### src/rtl/div_seq_ctrl.sv
// Sequencing controller for the sign-magnitude restoring divider.
// Accepts one operand pair, produces one quotient bit per cycle, then holds the result until it is consumed.
module div_seq_ctrl #(
  parameter int WIDTH = 3
) (
  input  logic             clk,
  input  logic             rst,
  input  logic             in_valid,
  output logic             in_ready,
  input  logic [WIDTH-1:0] dividend_mag,
  input  logic             dividend_sign,
  input  logic [WIDTH-1:0] divisor_mag,
  input  logic             divisor_sign,
  output logic             out_valid,
  input  logic             out_ready,
  output logic [WIDTH-1:0] quotient_mag,
  output logic             quotient_sign,
  output logic [WIDTH-1:0] remainder_mag,
  output logic             remainder_sign,
  output logic             div_by_zero,
  output logic             busy
);

  localparam int CW = (WIDTH > 2) ? $clog2(WIDTH) : 1;

  typedef enum logic [1:0] {IDLE, CALC, DONE} state_t;

  state_t           state, state_next;
  logic [CW-1:0]    cnt;
  logic [WIDTH:0]   rem;
  logic [WIDTH-1:0] quo;
  logic [WIDTH-1:0] dvs;
  logic             dd_sign_r;
  logic             dv_sign_r;

  logic             accept;
  logic             last_step;
  logic [WIDTH+1:0] diff;
  logic [WIDTH:0]   rem_step;
  logic [WIDTH-1:0] quo_step;

  assign accept    = in_valid & in_ready;
  assign last_step = (cnt == '0);

  // Trial subtraction on the shifted {R,Q}; bit WIDTH+1 of diff is the borrow.
  assign diff     = {rem, quo[WIDTH-1]} - {2'b00, dvs};
  assign rem_step = diff[WIDTH+1] ? {rem[WIDTH-1:0], quo[WIDTH-1]} : diff[WIDTH:0];
  assign quo_step = {quo[WIDTH-2:0], ~diff[WIDTH+1]};

  always_ff @(posedge clk or posedge rst) begin
    if (rst) state <= IDLE;
    else     state <= state_next;
  end

  always_comb begin
    state_next = state;
    case (state)
      IDLE: if (accept) begin
        if (divisor_mag == '0 || dividend_mag == '0) state_next = DONE;
        else                                         state_next = CALC;
      end
      CALC: if (last_step) state_next = DONE;
      DONE: if (out_ready) state_next = IDLE;
      default: state_next = IDLE;
    endcase
  end

  always_comb begin
    in_ready  = (state == IDLE);
    out_valid = (state == DONE);
    busy      = (state == CALC) || (state == DONE);
  end

  // Result fields are only written on a result load, so they survive the handover.
  always_ff @(posedge clk or posedge rst) begin
    if (rst) begin
      cnt            <= '0;
      rem            <= '0;
      quo            <= '0;
      dvs            <= '0;
      dd_sign_r      <= 1'b0;
      dv_sign_r      <= 1'b0;
      quotient_mag   <= '0;
      quotient_sign  <= 1'b0;
      remainder_mag  <= '0;
      remainder_sign <= 1'b0;
      div_by_zero    <= 1'b0;
    end else if (accept) begin
      cnt       <= CW'(WIDTH - 1);
      rem       <= '0;
      quo       <= dividend_mag;
      dvs       <= divisor_mag;
      dd_sign_r <= dividend_sign;
      dv_sign_r <= divisor_sign;
      if (divisor_mag == '0) begin
        quotient_mag   <= '1;
        quotient_sign  <= 1'b1;
        remainder_mag  <= '1;
        remainder_sign <= 1'b1;
        div_by_zero    <= 1'b1;
      end else if (dividend_mag == '0) begin
        quotient_mag   <= '0;
        quotient_sign  <= 1'b0;
        remainder_mag  <= '0;
        remainder_sign <= 1'b0;
        div_by_zero    <= 1'b0;
      end
    end else if (state == CALC) begin
      rem <= rem_step;
      quo <= quo_step;
      if (!last_step) begin
        cnt <= cnt - CW'(1);
      end else begin
        quotient_mag   <= quo_step;
        quotient_sign  <= (dd_sign_r ^ dv_sign_r) & (quo_step != '0);
        remainder_mag  <= rem_step[WIDTH-1:0];
        remainder_sign <= dd_sign_r & (rem_step != '0);
        div_by_zero    <= 1'b0;
      end
    end
  end

endmodule

### config.mk
export PLATFORM = sky130hd
export DESIGN_NAME = div_seq_ctrl
export DESIGN_NICKNAME = d
export VERILOG_FILES = /design/src/rtl/div_seq_ctrl.sv
export SDC_FILE = /design/constraint.sdc
export NUM_CORES = 1
export LEC_CHECK = 0
export ABC_AREA = 1
export CORE_MARGIN = 10
export CORE_UTILIZATION = 52
export CTS_BUF_LIST = sky130_fd_sc_hd__clkbuf_16
export DETAILED_ROUTE_END_ITERATION = 10
export PLACE_DENSITY = 0.8
export SYNTH_ARGS = -nofsm -noshare
export SYNTH_HDL_FRONTEND = slang
export SYNTH_SLANG_ARGS = --single-unit
### constraint.sdc
create_clock -name clk -period 2.15 [get_ports clk]
set_clock_uncertainty 0.1 [all_clocks]
set_input_delay 0.5375 -clock clk [delete_from_list [all_inputs] [get_ports clk]]
set_output_delay 0.5375 -clock clk [all_outputs]
set_load 0.03 [all_outputs]
==> results of run 1 <==
## cell type report
type | instances | area (um^2)
Sequential cell | 25 | 626
Fill cell | 190 | 669
Tap cell | 30 | 37.5
Timing Repair Buffer | 31 | 287
Clock inverter | 1 | 7.51
Inverter | 29 | 111
Multi-Input combinational cell | 111 | 709
Clock buffer | 3 | 75.1
## sequential cells by signal, indices dropped and copies added, names as in the netlist, 2 cells and up
signal / flops
quo: 3
cnt: 2
dvs: 3
state: 2
rem: 4
quotient_mag: 3
remainder_mag: 3
## metal layers
layer  wire, um  global-route usage (%)  up-vias
met5          0                       0        -
met3        167                    3.67        7
met4         55                    4.30        0
met1       1290                    15.1      590
met2       1840                    23.7       25
li1           -                       -      607
## report_power, final
part	internal (mW)	switching, mW
Clock	0.252	0.162
Combinational	0.841	1.31
Sequential	0.691	0.135
## worst register-to-register path, delay by kind of cell (launching register included)
kind	cells	cell delay (ns)
compound gates	2	0.21
buf+inv	2	0.13
simple gates	6	0.71
fa+ha+maj	2	0.52
flops	1	0.39
## stage by stage
stage | cell area, um^2 | hold WS (ns) | setup slack, ns | instances | util, %
4_1_cts | 1780 | 0.397 | 0.0447 | 227 | 70.5
6_report | 1850 | 0.396 | 0.0151 | 230 | 73.5
5_1_grt | 1850 | 0.410 | -0.0488 | 230 | 73.5
3_3_place_gp | 1700 | 0.367 | 0.0834 | 223 | 67.3
3_5_place_dp | 1700 | 0.380 | 0.00844 | 223 | 67.3
2_1_floorplan | 1400 | 0.353 | 0.207 | 167 | -
## worst paths after layout
| path | from | to | slack (ns) | depth (start not counted) |
|---|---|---|---|---|
| max | quo[2] | remainder_mag[2] | 0.02 | 12 |
| min | dvs[1] | dvs[1] | 0.40 | 2 |
| min reg2reg | dvs[1] | dvs[1] | 0.40 | 2 |
| min in group asynchronous | rst | dv_sign_r | 0.52 | 3 |
| max in group asynchronous | rst | quo[2] | 1.19 | 3 |
| max reg2reg | quo[2] | remainder_mag[2] | 0.02 | 12 |
## logic make-up after synthesis
family,count (synthesis)
flip-flops,25
AO/OA/AOI/OAI,36
adder cells (fa/ha/maj),8
buffers and inverters,31
XOR/XNOR,1
AND/OR/NAND/NOR,66
## cells in the mapped netlist (3+ instances only)
cell | instances | area share, %
nand2_2 | 4 | 1.8
inv_2 | 3 | 0.80
ha_1 | 7 | 6.3
dfrtp_1 | 25 | 45
inv_1 | 25 | 6.7
nand2_1 | 31 | 8.3
o21ai_0 | 12 | 4.3
nand3_1 | 9 | 3.2
a21oi_1 | 10 | 3.6
nor2_1 | 15 | 4.0
## what timing repair did
item                                    in CTS  in global routing
hold buffers                                 0                  0
pin swaps                                    0                  6
gates resized for setup                      4                 11
buffers inserted                             0                  3
endpoints found under the setup margin       4                  3
==> impl_results.md, run 1 <==
- Net count after synthesis: 187
- CP endpoint kind: flop
- Yosys warns: 0
- Seq/Total Area, Yosys: between 40% and 50%
- Wire per inst: 14.6 um
- F_max: 0.468 GHz
- Layout Nets: 221
- Critical path, cell by cell: inv_2 > ha_4 > inv_2 > fa_2 > nand2_4 > nand2_4 > nand2_4 > nand2_8 > nand2_4 > o21ai_2 > or2_4 > a21oi_2
- Worst-case clock buffer depth: 2
- Overall power: 3.40 mW
- CP max stage delay: roughly 0.39 ns
- Required @ worst endpoint: 2.24 ns
- Iter 0 DRT Violations: 88
- Post-Syn Area: roughly 1400 um^2
- Peak supply drop: 1.25 mV
- Max cap viols: 0
- CP Max Fanout: 6
- Clock transition at path regs: 0.06 ns
- Initial antenna violation count: 0
- Final Wtd Congestion: 0.877
- Via count: 1229
- Layout cells sized above 1: 19.0%
- Crit path time final: 2.13 ns
- Via density: 5.34
- Initial Util: 55.5%
- Synth Area in Adders: 7.69%
- Main combinational cell family by area after synthesis: simple AND/OR/NAND/NOR gates
- Synth Area in Compound Gates: roughly 17%
- Final period util: between 90 and 100%
- Clock sink count: 25
- Ys flop type: dfrtp_1
- Buffers & Inverters on Critical Path: 2
- Largest net degree at the start of global routing: 26
- Root buffer cell: clkbuf_16
- Worst min-delay path category: flop to flop
- Outcome: completed
- Post-synth EDFFs: 0
- Die W: slightly above 70 um
- Leak: 0.902 nW
- TritonCTS clock tree: done
- Max transition margin: 71.2%
- Finish-stage setup viols: 0
- CP max stage cell: dfrtp_1
- Number of port buffers: 23
- Syn-to-layout area delta: 32.4%
- DP Wirelength: around 2500 um
- Synth Area per Inst: 8.38 um^2
- Most frequent CP cell: nand2_4
- DRT Pass-1 Iters: 4
- Total gr overflow: 0
- Worst-margin pin slew: roughly 0.43 ns
- Post-synthesis mux area share: 0%
- Vias in the first global route: ~1300
- Routed Antenna Nets: 0
- Total GRT Usage: 13.4%
- Commonest non-fill, non-tap cell in the layout: nand2_1
- Crit path DAT: 2.22 ns
- First-pass GRT wire length: approximately 5700 um
- Unique masters post-synth: 30
- Core ar.: 2520 um^2
- Ys async rst share: 100%
- Synth Area in Simple Gates: a little over a fifth
- N_diodes: 0
- # H-tree levels: 1
- Die ar.: 5170 um^2
- P per Cell Area: 1830 nW/um^2
- CP Launch Type: flop
- WS Path Type: flop to flop
- Clk_lat worst skew: 0.26 ns
- DRC: 0
- Pins Over Slew Limit: 0
- Final wirelength: 3360 um
- Delay-heaviest family, CP: simple AND/OR/NAND/NOR gates
- Flops & latches, synth: 25
- Instance count of the mapped netlist: 167
- CTS Buf Count: 3
- Setup TNS: 0 ns
- Chip Height: 71.9 um
- Final hold violation count: 0
- Post-Synth XOR/XNOR Area: 0.626%
- Highest-count cells in the layout ignoring fill and taps: nand2_1 (30), dfrtp_1 (25), inv_1 (23)
- Boundary Pins: 24
- FP Rows: 18
No activity file was read; power rests on OpenSTA's default activity.
==> inputs of run 2 (changes only) <==
- PLACE_DENSITY: 0.8 -> 0.88
==> impl_results.md, run 2 (synthesis gave the netlist of run 1 again) <==
- Worst Setup EP: rem[2]
- Cts hold-fix bufs: 0
- Wire per inst: 16.2 um
- Worst-margin pin slew: 0.395 ns
- R2r setup slk: 0.09 ns
- DRC: 0
- Die W: 71.9 um
- Buffers & Inverters on Critical Path: 2
- Total GRT Usage: between 10% and 20%
- Iter 0 DRT Violations: 121
- Routed Antenna Nets: 0
- Crit. path cell count: 12
- R2r worst-path depth: 12
- Clock transition at path regs: 0.06 ns
- Leak: slightly below 0.9 nW
- Post-route insts no fill: 229
- Finish-stage setup viols: 0
- WS Path Type: flop to flop
- Core ar.: 2520 um^2
- P per Cell Area: roughly 1800 nW/um^2
- Vias in the first global route: around 1300
- Largest net degree at the start of global routing: 26
- Biggest register: rem
- Place WS: between 0.04 and 0.05 ns
- Pins Over Slew Limit: 0
- Outcome: completed
- Initial antenna violation count: 0
- Syn-to-layout area delta: 30.3%
- Root buffer cell: clkbuf_16
- Critical path, cell by cell: inv_2 > ha_4 > inv_2 > fa_2 > nand2_4 > nand2_4 > nand2_4 > nand2_4 > nand2_2 > o21ai_2 > or2_4 > o21ai_2
- DRT Pass-1 Iters: 4
- First-pass GRT wire length: 6030 um
- Via density: 5.48
- CP max stage cell: dfrtp_1
- Final Util: 72.3%
- Layout cells sized above 1: about 19%
- CP Max Fanout: 4
- N_diodes: 0
- Max FFs per register: 4
- Final period util: 96.0%
- Clock sink count: 25
- Via count: 1256
- Cells after DPL: ~220
- Final hold violation count: 0
- Layout Nets: 220
- F_max: 0.485 GHz
- Total gr overflow: 0
- CP max stage delay: ~0.4 ns
- Required @ worst endpoint: 2.24 ns
- Placed cell area: 1700 um^2
- Number of port buffers: 23
- Reg-to-Reg End: rem[2]
- Peak supply drop: 1.33 mV
- Crit path DAT: 2.15 ns
- Initial Util: 55.5%
- Layout Cell Area excl Fill: 1820 um^2
- Worst setup margin: 0.0868 ns
- Max cap viols: 0
- FP Rows: 18
- # H-tree levels: 1
- Chip Height: 71.9 um
- Die ar.: 5170 um^2
- Highest-count cells in the layout ignoring fill and taps: nand2_1 (30), dfrtp_1 (25), inv_1 (23)
- Commonest non-fill, non-tap cell in the layout: nand2_1
- Critical Path Start: quo[2]
- Final Wtd Congestion: 0.864
- Most frequent CP cell: nand2_4
- CP endpoint kind: flop
- Clk_lat worst skew: 0.26 ns
- RR Startpoint: quo[2]
- Layout fillers: 161
- CP Launch Type: flop
- Worst min-delay path category: flop to flop
- TritonCTS clock tree: done
- Final wirelength: 3700 um
- CTS Buf Count: 3
- Crit path time final: 2.06 ns
- HP Start: quotient_mag[1]
- Boundary Pins: 24
- Fin Hold WS: 0.388 ns
- Worst-case clock buffer depth: 2
- DP Wirelength: 2650 um
- Delay-heaviest family, CP: simple AND/OR/NAND/NOR gates
- Max transition margin: 73.5%
==> run 2: changes by cell type in the layout (fill, tap and decap cells not counted) <==
cell     previous run  this run
buf_4               8         7
nand2_2             2         3
nand2_8             1         0
nand3_2             1         2
nand3_4             1         0
==> run 2: cell type report <==
type	instances	area [um^2]	area share [%]
Tap cell	30	37.5	2.06
Clock buffer	3	75.1	4.12
Multi-Input combinational cell	111	688	37.7
Timing Repair Buffer	30	279	15.3
Sequential cell	25	626	34.3
Clock inverter	1	7.51	0.412
Inverter	29	111	6.10
==> run 2: power breakdown <==
group / internal, mW / switching (mW)
logic: 0.803 / 1.30
registers: 0.691 / 0.142
clock network: 0.252 / 0.165
total: 1.75 / 1.61
==> run 2: worst register-to-register path, delay by kind of cell, from the launching register on <==
| kind | cells | cell delay (ns) |
|---|---|---|
| buffers and inverters | 2 | 0.12 |
| adders and majority gates | 2 | 0.53 |
| AOI/OAI and AO/OA | 2 | 0.19 |
| and+or+nand+nor | 6 | 0.67 |
| DFF | 1 | 0.39 |
==> run 2: worst min-delay path by stage <==
stage	to	slack (ns)	depth (start not counted)
floorplan	dvs[1]	0.35	2
global placement	quotient_mag[2]	0.36	2
detailed placement	quotient_mag[2]	0.37	2
CTS	quotient_mag[2]	0.40	2
global route	quotient_mag[1]	0.42	2
finish	quotient_mag[1]	0.39	2
==> run 2: what timing repair did <==
action                     4_1_cts  5_1_grt
pin swaps                        0        6
buffers inserted                 0        2
resized for setup                3        9
setup endpoints to repair        3        6
==> run 2: through the flow <==
step                      power (mW)  setup TNS, ns
final                           3.35              0
after global routing            3.60        -0.0222
after CTS                       3.20              0
after detailed placement        2.78              0
after global placement          2.68              0
after floorplan                 2.19              0
==> run 2: per-layer routing <==
layer | GRT usage, % | vias to the layer above | part of all wire (%)
li1 | - | 600 | -
met1 | 14.7 | 602 | 39
met2 | 26.8 | 46 | 53
met3 | 3.40 | 8 | 5.6
met4 | 4.73 | 0 | 1.6
met5 | 0 | - | 0
